## config.mk

```make
export PLATFORM = sky130hd
export DESIGN_NAME = load_store_unit
export DESIGN_NICKNAME = d
export VERILOG_FILES = /design/src/rtl/load_store_unit.sv
export SDC_FILE = /design/constraint.sdc
export NUM_CORES = 1
export LEC_CHECK = 0
export ABC_AREA = 1
export CAP_MARGIN = 20
export CORE_MARGIN = 2
export CORE_UTILIZATION = 40
export DETAILED_ROUTE_END_ITERATION = 16
export HOLD_SLACK_MARGIN = 0.05
export MAX_ROUTING_LAYER = met4
export PLACE_DENSITY = 0.73
export SKIP_CTS_REPAIR_TIMING = 1
export SYNTH_ARGS = -nofsm -noshare
export SYNTH_HDL_FRONTEND = slang
export SYNTH_SLANG_ARGS = --single-unit
export TNS_END_PERCENT = 5
```

## constraint.sdc

```tcl
create_clock -name clk -period 2.05 [get_ports clk]
set_input_delay 0.205 -clock clk [delete_from_list [all_inputs] [get_ports clk]]
set_output_delay 0.205 -clock clk [all_outputs]
set_load 0.05 [all_outputs]
```

## src/rtl/load_store_unit.sv

```systemverilog
// Load/store unit between a CPU request port and a word-wide, registered-read data memory.
// Latency is 3 cycles for loads and sub-word stores, 2 for word stores and 1 for errors; req_ready is high only in IDLE and RESP.
module load_store_unit #(
    parameter int MEM_SIZE = 4096
) (
    input  logic        clk,
    input  logic        reset,
    input  logic        req_valid,
    output logic        req_ready,
    input  logic        req_write,
    input  logic [1:0]  req_size,
    input  logic        req_signed,
    input  logic [31:0] req_addr,
    input  logic [31:0] req_wdata,
    output logic        resp_valid,
    output logic [31:0] resp_rdata,
    output logic        resp_err,
    output logic        mem_write_en,
    output logic [31:0] mem_write_addr,
    output logic [31:0] mem_write_data,
    output logic [31:0] mem_read_addr,
    input  logic [31:0] mem_read_data
);

    localparam logic [31:0] MEM_LIMIT = 32'(MEM_SIZE);

    typedef enum logic [2:0] {S_IDLE, S_RD, S_DATA, S_WR, S_RESP} state_t;

    state_t      r_state;
    state_t      w_next;
    logic [31:0] r_addr;
    logic [1:0]  r_size;
    logic        r_signed;
    logic        r_write;
    logic [31:0] r_wdata;
    logic        r_err;
    logic [31:0] r_rdata;

    logic        w_accept;
    logic        w_req_err;
    logic [31:0] w_merged;
    logic [31:0] w_lane;
    logic [31:0] w_load;

    assign req_ready = !reset && (r_state == S_IDLE || r_state == S_RESP);
    assign w_accept  = req_valid && req_ready;

    assign w_req_err = (req_size == 2'd3)
                    || (req_size == 2'd1 && req_addr[0])
                    || (req_size == 2'd2 && req_addr[1:0] != 2'b00)
                    || (req_addr >= MEM_LIMIT);

    always_comb begin
        w_next = r_state;
        case (r_state)
            S_IDLE, S_RESP: begin
                w_next = S_IDLE;
                if (w_accept) begin
                    if (w_req_err)                         w_next = S_RESP;
                    else if (req_write && req_size == 2'd2) w_next = S_WR;
                    else                                   w_next = S_RD;
                end
            end
            S_RD:    w_next = S_DATA;
            S_DATA:  w_next = S_RESP;
            S_WR:    w_next = S_RESP;
            default: w_next = S_IDLE;
        endcase
    end

    // Read-modify-write merge: only the addressed little-endian lane(s) change.
    always_comb begin
        w_merged = mem_read_data;
        if (r_size == 2'd0)
            w_merged[{r_addr[1:0], 3'b000} +: 8] = r_wdata[7:0];
        else
            w_merged[{r_addr[1], 4'b0000} +: 16] = r_wdata[15:0];
    end

    always_comb begin
        w_lane = mem_read_data >> {r_addr[1:0], 3'b000};
        case (r_size)
            2'd0:    w_load = r_signed ? {{24{w_lane[7]}}, w_lane[7:0]}
                                       : {24'b0, w_lane[7:0]};
            2'd1:    w_load = r_signed ? {{16{w_lane[15]}}, w_lane[15:0]}
                                       : {16'b0, w_lane[15:0]};
            default: w_load = mem_read_data;
        endcase
    end

    always_ff @(posedge clk) begin
        if (reset) begin
            r_state  <= S_IDLE;
            r_addr   <= '0;
            r_size   <= '0;
            r_signed <= 1'b0;
            r_write  <= 1'b0;
            r_wdata  <= '0;
            r_err    <= 1'b0;
            r_rdata  <= '0;
        end else begin
            r_state <= w_next;
            if (w_accept) begin
                r_addr   <= req_addr;
                r_size   <= req_size;
                r_signed <= req_signed;
                r_write  <= req_write;
                r_wdata  <= req_wdata;
                r_err    <= w_req_err;
                r_rdata  <= '0;
            end else if (r_state == S_DATA && !r_write) begin
                r_rdata <= w_load;
            end
        end
    end

    // Gated by reset so an abandoned store can never strobe the memory.
    assign mem_write_en   = !reset && ((r_state == S_WR) || (r_state == S_DATA && r_write));
    assign mem_write_addr = {r_addr[31:2], 2'b00};
    assign mem_read_addr  = {r_addr[31:2], 2'b00};
    assign mem_write_data = (r_state == S_WR) ? r_wdata : w_merged;

    assign resp_valid = !reset && (r_state == S_RESP);
    assign resp_err   = resp_valid && r_err;
    assign resp_rdata = resp_valid ? r_rdata : 32'b0;

endmodule

```

==> results of run 1 <==
-- cell usage in the layout (no fill, tap or decap), drive strengths merged --
| cell | count |
|---|---|
| nor3 | 2 |
| clkinv | 4 |
| clkdlybuf4s50 | 161 |
| o21ai | 93 |
| a21oi | 146 |
| nand3 | 62 |
| inv | 120 |
| nand2 | 249 |
| conb | 4 |
| buf | 116 |
| clkinvlp | 2 |
| nor3b | 1 |
| o21bai | 8 |
| dfxtp | 104 |
| ha | 5 |
| a31oi | 1 |
| nor2 | 95 |
| clkbuf | 10 |
| diode | 1 |
| bufinv | 1 |
| o22ai | 16 |
-- sequential cells by signal, indices dropped and copies added, names as in the netlist --
name	flops
r_addr	32
r_rdata	32
r_wdata	32
r_state	3
r_size	2
r_err	1
r_signed	1
r_write	1
-- worst max path at each step --
stage / start / to / slack, ns / depth (start not counted)
floorplan: r_state[2] / mem_write_data[16] / -0.16 / 6
global placement: r_addr[0] / mem_write_data[19] / 0.14 / 11
detailed placement: r_addr[0] / mem_write_data[24] / 0.11 / 8
CTS: r_addr[0] / mem_write_data[24] / -0.28 / 8
global route: r_state[2] / mem_write_data[15] / -0.1 / 9
finish: r_state[2] / mem_write_data[15] / -0.04 / 9
-- through the flow --
stage                     area, sq um  cells  TNS, ns
after floorplan                  6710   1023    -6.24
after global placement           9040   1384        0
after detailed placement         9040   1384        0
after CTS                        9350   1400    -7.12
after global routing             9940   1417    -2.04
final                            9940   1417   -0.137
-- logic make-up (layout without fill, tap and decap cells) --
kind of cell               after synthesis  in the layout  synth area share (%)
and+or+nand+nor                        409            409                  26.5
AOI/OAI and AO/OA                      264            264                  21.4
buffers and inverters                  237            414                  18.6
DFF                                    104            104                  32.4
adders and majority gates                5              5                 0.974
other                                    1              5                0.0584
-- worst max-delay path, stage by stage, from the launching register on --
cell	delay (ns)
dfxtp_1	0.31
inv_2	0.09
nand2_2	0.09
nor2_4	0.25
buf_6	0.14
nor2_4	0.05
buf_6	0.15
nor2_1	0.12
o21bai_4	0.16
buf_12	0.15
-- per-layer routing --
| layer | part of all wire, % | wire length, microns | track usage, % |
|---|---|---|---|
| met4 | 1.7 | 374 | 7.38 |
| met3 | 7.9 | 1760 | 4.28 |
| met5 | 0 | 0 | - |
| met2 | 48 | 10600 | 40.8 |
| met1 | 43 | 9480 | 33.7 |
-- report_power, final --
| group | switching (mW) | internal [mW] | leakage [nW] |
|---|---|---|---|
| Combinational | 1.32 | 0.960 | 3.05 |
| Sequential | 0.0609 | 2.09 | 0.850 |
| Clock | 0.851 | 0.973 | 0.147 |
-- area by class of cell --
type / count / area share (%)
diodes: 1 / 0.0252
multi-input cells: 682 / 38.0
inverters: 119 / 4.85
repair inverters: 1 / 0.0881
repair buffers: 278 / 30.1
flip-flops and latches: 104 / 21.1
clock buffers: 9 / 2.27
clock inverters: 7 / 0.906
well taps: 216 / 2.72
==> key figures, run 1 <==
Layout
  • Layout Nets: 1303
  • Storage element area: roughly 0.0021 sq mm
  • Area taken by multi-input logic gates: around 0.0038 sq mm
  • Area Overhead vs Synth: 54.7%
  • Final Util: a little over three fifths
  • Share of layout cells above drive strength 1: between 20% and 30%
  • Fill count: between 1000 and 1500

STA
  • Max Slew Vio Count: 0
  • RSZ-0062 raised after global routing: yes
  • Final worst path period need: 2.09 ns
  • Final hold viol count: 0
  • Hold Slack: 0.125 ns
  • Post-route clock period utilization: 102%
  • Final setup fails: 9
  • Peak Freq: roughly 480 MHz
  • Actual slew at the worst max-slew pin: about 0.54 ns
  • Max transition margin: between 60% and 70%
  • Worst clock skew: 0.00744 ns
  • Setup WS post-layout: -0.0380 ns

Outcome
  • Failing checks: negative setup slack
  • Status: finished, violations left

Critical path
  • Critical-path maximum fanout: 8
  • Worst EP arrival: about 1.9 ns
  • Worst Setup Start Kind: register
  • Worst r2r dst: r_rdata[10]
  • Cells on worst reg2reg path: 10
  • FF-to-FF setup slack: 0.41 ns
  • CP required: around 1.9 ns
  • Nature of the critical path endpoint: primary output
  • WS Path Type: reg -> out
  • R2r startpoint: r_addr[0]

CTS
  • CTS tree: yes
  • Clock buffer depth: 2
  • Sink Count: around 100
  • Cts bufs inserted: 9
  • Root Buffer: clkbuf_16
  • Htree depth: 3
  • Clock Latency Late Sink: roughly 0.36 ns
  • Worst-path clk slew: about 0.080 ns

Die
  • Die W: 131 microns
  • I/O pins: about 240
  • CORE AREA: between 0.015 and 0.02 sq mm
  • Initial Util: between 40% and 50%
  • Die height: around 130 microns
  • Die area: around 0.017 sq mm
  • Rows: 46

Power
  • PD cells: around 630 mW/mm^2
  • Leak: about 4 nW
  • Peak supply drop: 0.419 mV
  • Total power: ~6.3 mW

Synth
  • Top FF cell, synth: dfxtp_1
  • Synth top area share: roughly 32%
  • Number of flops mapped to enable cells by yosys: 0
  • Most frequent cells after synthesis: 247 x nand2_1, 145 x a21oi_1, 109 x inv_1
  • Post-synth ARST share: 0%
  • Synth area leader: dfxtp_1
  • Register bit count reported by yosys: between 100 and 150
  • Netlist cell types: 29
  • Mapped Area: ~0.0064 sq mm
  • Count leader, synth: nand2_1
  • Mapped Cells: ~1000
  • Sequential cell area fraction in the yosys report: 32.4%
  • Synth top area cells: dfxtp_1 32%, nand2_1 14%, a21oi_1 11%, buf_4 7.8%, o21ai_0 6.9%
  • Syn. warnings: 0
  • Syn avg cell area: between 6 and 7 sq um

GRT
  • Largest net degree at the start of global routing: slightly below 90
  • First-pass GRT wire length: roughly 33 mm
  • GRT Overall Usage: between 20% and 30%
  • GRT Residual Overflow: 0
  • Vias in the first global route: about 6400
  • Initial antenna violation count: 1

Drt
  • Wirelength per Cell: approximately 16 microns
  • Post-route ant nets: 0
  • WL final: about 22 mm
  • Via density: 5.02
  • Vias: about 7000
  • Drt first pass iters: 6
  • DRC: 0
  • Drt first-iter violations: between 500 and 600

Worst hold path
  • Worst hold stages: 4
  • Worst hold start: reset
  • Hold endpoint: r_state[1]
  • Hold WC Path Type: in -> reg

Placed design
  • PortBufs: 230
  • Placement Setup Slack: approximately 0.11 ns
  • Detailed Place HPWL: about 17 mm
  • GPL Wtd Cong: ~0.97

Flow run
  • Max cap viols: 0
Power figures use the tool's default switching activity.
==> run 2: changes to the inputs <==
Settings changed: ABC_AREA 1 to 0, PLACE_DENSITY 0.73 to 0.75.
==> key figures, run 2 <==
Die
  • I/O pins: 235 (unchanged)
  • Initial Util: 40.6% (-0.083 points)
  • Rows: 44 (-4.3%)
  • Die W: 125 microns (-4.1%)
  • Die area: 0.0157 sq mm (-8.1%)
  • Die height: 125 microns (-4.1%)
  • CORE AREA: 0.0145 sq mm (-8.2%)

Synth
  • Count leader, synth: nand2_1
  • Synth top area share: 35.4% (+3.0 points)
  • Top FF cell, synth: dfxtp_1
  • Post-synth ARST share: 0% (unchanged)
  • Syn. warnings: 0 (unchanged)
  • Synth area leader: dfxtp_1
  • Number of flops mapped to enable cells by yosys: 0 (unchanged)
  • Mapped Area: 0.00589 sq mm (-8.4%)
  • Syn avg cell area: 7.80 sq um (+24%)
  • Sequential cell area fraction in the yosys report: 35.4% (+3.0 points)
  • Synth top area cells: dfxtp_1 35%, o21ai_0 9.8%, buf_4 8.4%, nand2_1 7.5%, nand2b_1 7.2%
  • Netlist cell types: 48 (+66%)
  • Most frequent cells after synthesis: 117 x nand2_1, 115 x o21ai_0, 104 x dfxtp_1
  • Mapped Cells: 755 (-26%)
  • Register bit count reported by yosys: 104 (unchanged)

GRT
  • First-pass GRT wire length: 31.6 mm (-3.6%)
  • Vias in the first global route: 5932 (-6.8%)
  • GRT Residual Overflow: 0 (unchanged)
  • Largest net degree at the start of global routing: 70 (-20%)
  • Initial antenna violation count: 0 (-1)
  • GRT Overall Usage: 26.0% (+0.41 points)

Placed design
  • GPL Wtd Cong: 0.919 (-5.6%)
  • PortBufs: 230 (unchanged)
  • Placement Setup Slack: -0.145 ns (-0.257 ns)
  • Detailed Place HPWL: 15.0 mm (-10%)

Power
  • Leak: 3.58 nW (-12%)
  • Switching part of the total: 35.2% (-0.49 points)
  • P_sw: 2.20 mW (-1.6%)
  • Seq pwr share: 35.5% (+1.1 points)
  • Clock share of power: 28.5% (-0.7 points)
  • Peak supply drop: 0.475 mV (+13%)
  • Comb pwr share: 36.0% (-0.4 points)
  • Pint: 4.05 mW (+0.57%)
  • PD cells: 655 mW/mm^2 (+4.0%)

Critical path
  • Worst EP arrival: 2.13 ns (+0.25 ns)
  • Worst Setup Start Kind: register
  • CP required: 1.85 ns (about the same)
  • Nature of the critical path endpoint: primary output
  • Critical-path maximum fanout: 8 (unchanged)
  • R2r startpoint: r_addr[1]
  • CP startpoint: r_addr[0]
  • Cells on worst reg2reg path: 5 (-5)
  • WS Path Type: reg -> out

Drt
  • DRT met1 WL: 8.55 mm (-9.8%)
  • DRC: 0 (unchanged)
  • Vias: 6151 (-14%)
  • Top Metal Used: met4
  • Met2 Wirelength: 9.97 mm (-6.0%)
  • Post-route ant nets: 0 (unchanged)
  • Wirelength per Cell: 18.8 microns (+20%)
  • Met3 WL post-DR: 1.42 mm (-19%)
  • Drt first pass iters: 7 (+1)
  • WL final: 20.7 mm (-6.7%)
  • Drt first-iter violations: 471 (-17%)
  • Via density: 5.57 (+11%)

CTS
  • Root Buffer: clkbuf_16
  • Clock buffer depth: 2 (unchanged)
  • Worst-path clk slew: 0.07 ns (about the same)
  • CTS tree: yes
  • Htree depth: 3 (unchanged)
  • Cts bufs inserted: 9 (unchanged)
  • Sink Count: 104 (unchanged)
  • Clock Latency Late Sink: 0.36 ns (about the same)

Flow run
  • Max cap viols: 0 (unchanged)

Layout
  • Layout Nets: 1024 (-21%)
  • Most common cell after layout, fill and taps aside: clkdlybuf4s50_1
  • Largest registers: r_addr: 32 flops, r_rdata: 32 flops, r_wdata: 32 flops
  • Final Util: 65.9% (+2.8 points)
  • Commonest non-fill, non-tap cells in the layout: 161 x clkdlybuf4s50_1, 117 x nand2_1, 102 x dfxtp_1
  • Share of layout cells above drive strength 1: 21.4% (-3.1 points)
  • Area Overhead vs Synth: 62.0%
  • Diode count: 0 (-1)

STA
  • Hold Slack: 0.111 ns (-0.0138 ns)
  • Final hold viol count: 0 (unchanged)
  • RSZ-0062 raised after global routing: yes
  • Final setup fails: 32 (+23)
  • Peak Freq: 429 MHz (-11%)
  • Actual slew at the worst max-slew pin: 0.543 ns (+0.00607 ns)
  • Worst clock skew: 0.00602 ns (-0.00142 ns)
  • Max Slew Vio Count: 0 (unchanged)
  • Setup WS post-layout: -0.283 ns (-0.245 ns)
  • Max transition margin: 63.6% (-0.51 points)
  • Final worst path period need: 2.33 ns (+0.245 ns)
  • Post-route clock period utilization: 114% (+12 points)

Outcome
  • Failing checks: negative setup slack
  • Status: finished, violations left

Worst hold path
  • Worst hold start: reset
  • Worst hold stages: 2 (-2)
  • Hold WC Path Type: in -> reg
## run 2: power by group through the flow
stage | registers, mW | clock network [mW] | logic (mW)
4_1_cts | 2.21 | 1.80 | 2.20
6_report | 2.22 | 1.78 | 2.25
5_1_grt | 2.23 | 1.88 | 2.34
3_3_place_gp | 2.25 | 0 | 2.17
2_1_floorplan | 2.22 | 0 | 1.32
3_5_place_dp | 2.25 | 0 | 2.19
## run 2: critical path, cell delays in order, from the launching register on
cell,delay [ns]
dfxtp_4,0.39
inv_6,0.05
ha_4,0.16
buf_6,0.12
and3b_1,0.23
and3_4,0.31
a22oi_2,0.13
o21ai_4,0.21
buf_12,0.16
## run 2: kinds of logic (layout without fill, tap and decap cells)
family                     count (synthesis)  in the layout  synth area share, %
other                                      1              4               0.0637
adders and majority gates                  5              5                 1.06
and+or+nand+nor                          270            270                 23.5
buffers and inverters                    129            292                 13.0
DFF                                      104            104                 35.4
AOI/OAI and AO/OA                        234            234                 24.9
muxes                                     12             12                 2.04
## run 2: worst paths after layout
kind	to	slack, ns
hold / removal	r_state[1]	0.11
hold reg to reg	r_wdata[16]	0.48
setup / recovery	mem_write_data[13]	-0.28
setup reg to reg	r_rdata[10]	0.17
## run 2: layout make-up
class                      count  area, sq um
tap                          184          230
multi-input combinational    525         3550
sequential                   104         2090
clock buffer                  10          229
fill                        1203         4940
inverter                       4         22.5
clock inverter                 6         68.8
timing repair buffer         272         3350
## run 2: per-stage QoR
step | area (sq um) | power (mW) | setup TNS [ns] | cells
floorplan | 6230 | 3.55 | -0.502 | 758
global placement | 9080 | 4.42 | -0.781 | 1093
detailed placement | 9080 | 4.44 | -0.991 | 1093
CTS | 9380 | 6.21 | -11.12 | 1109
global route | 9540 | 6.45 | -7.58 | 1105
finish | 9540 | 6.24 | -5.68 | 1105
## run 2: metal layers
metal | GRT usage (%) | vias up
li1 | - | 2910
met1 | 30.9 | 2869
met2 | 42.7 | 313
met3 | 5.22 | 59
met4 | 11.7 | 0
met5 | - | -
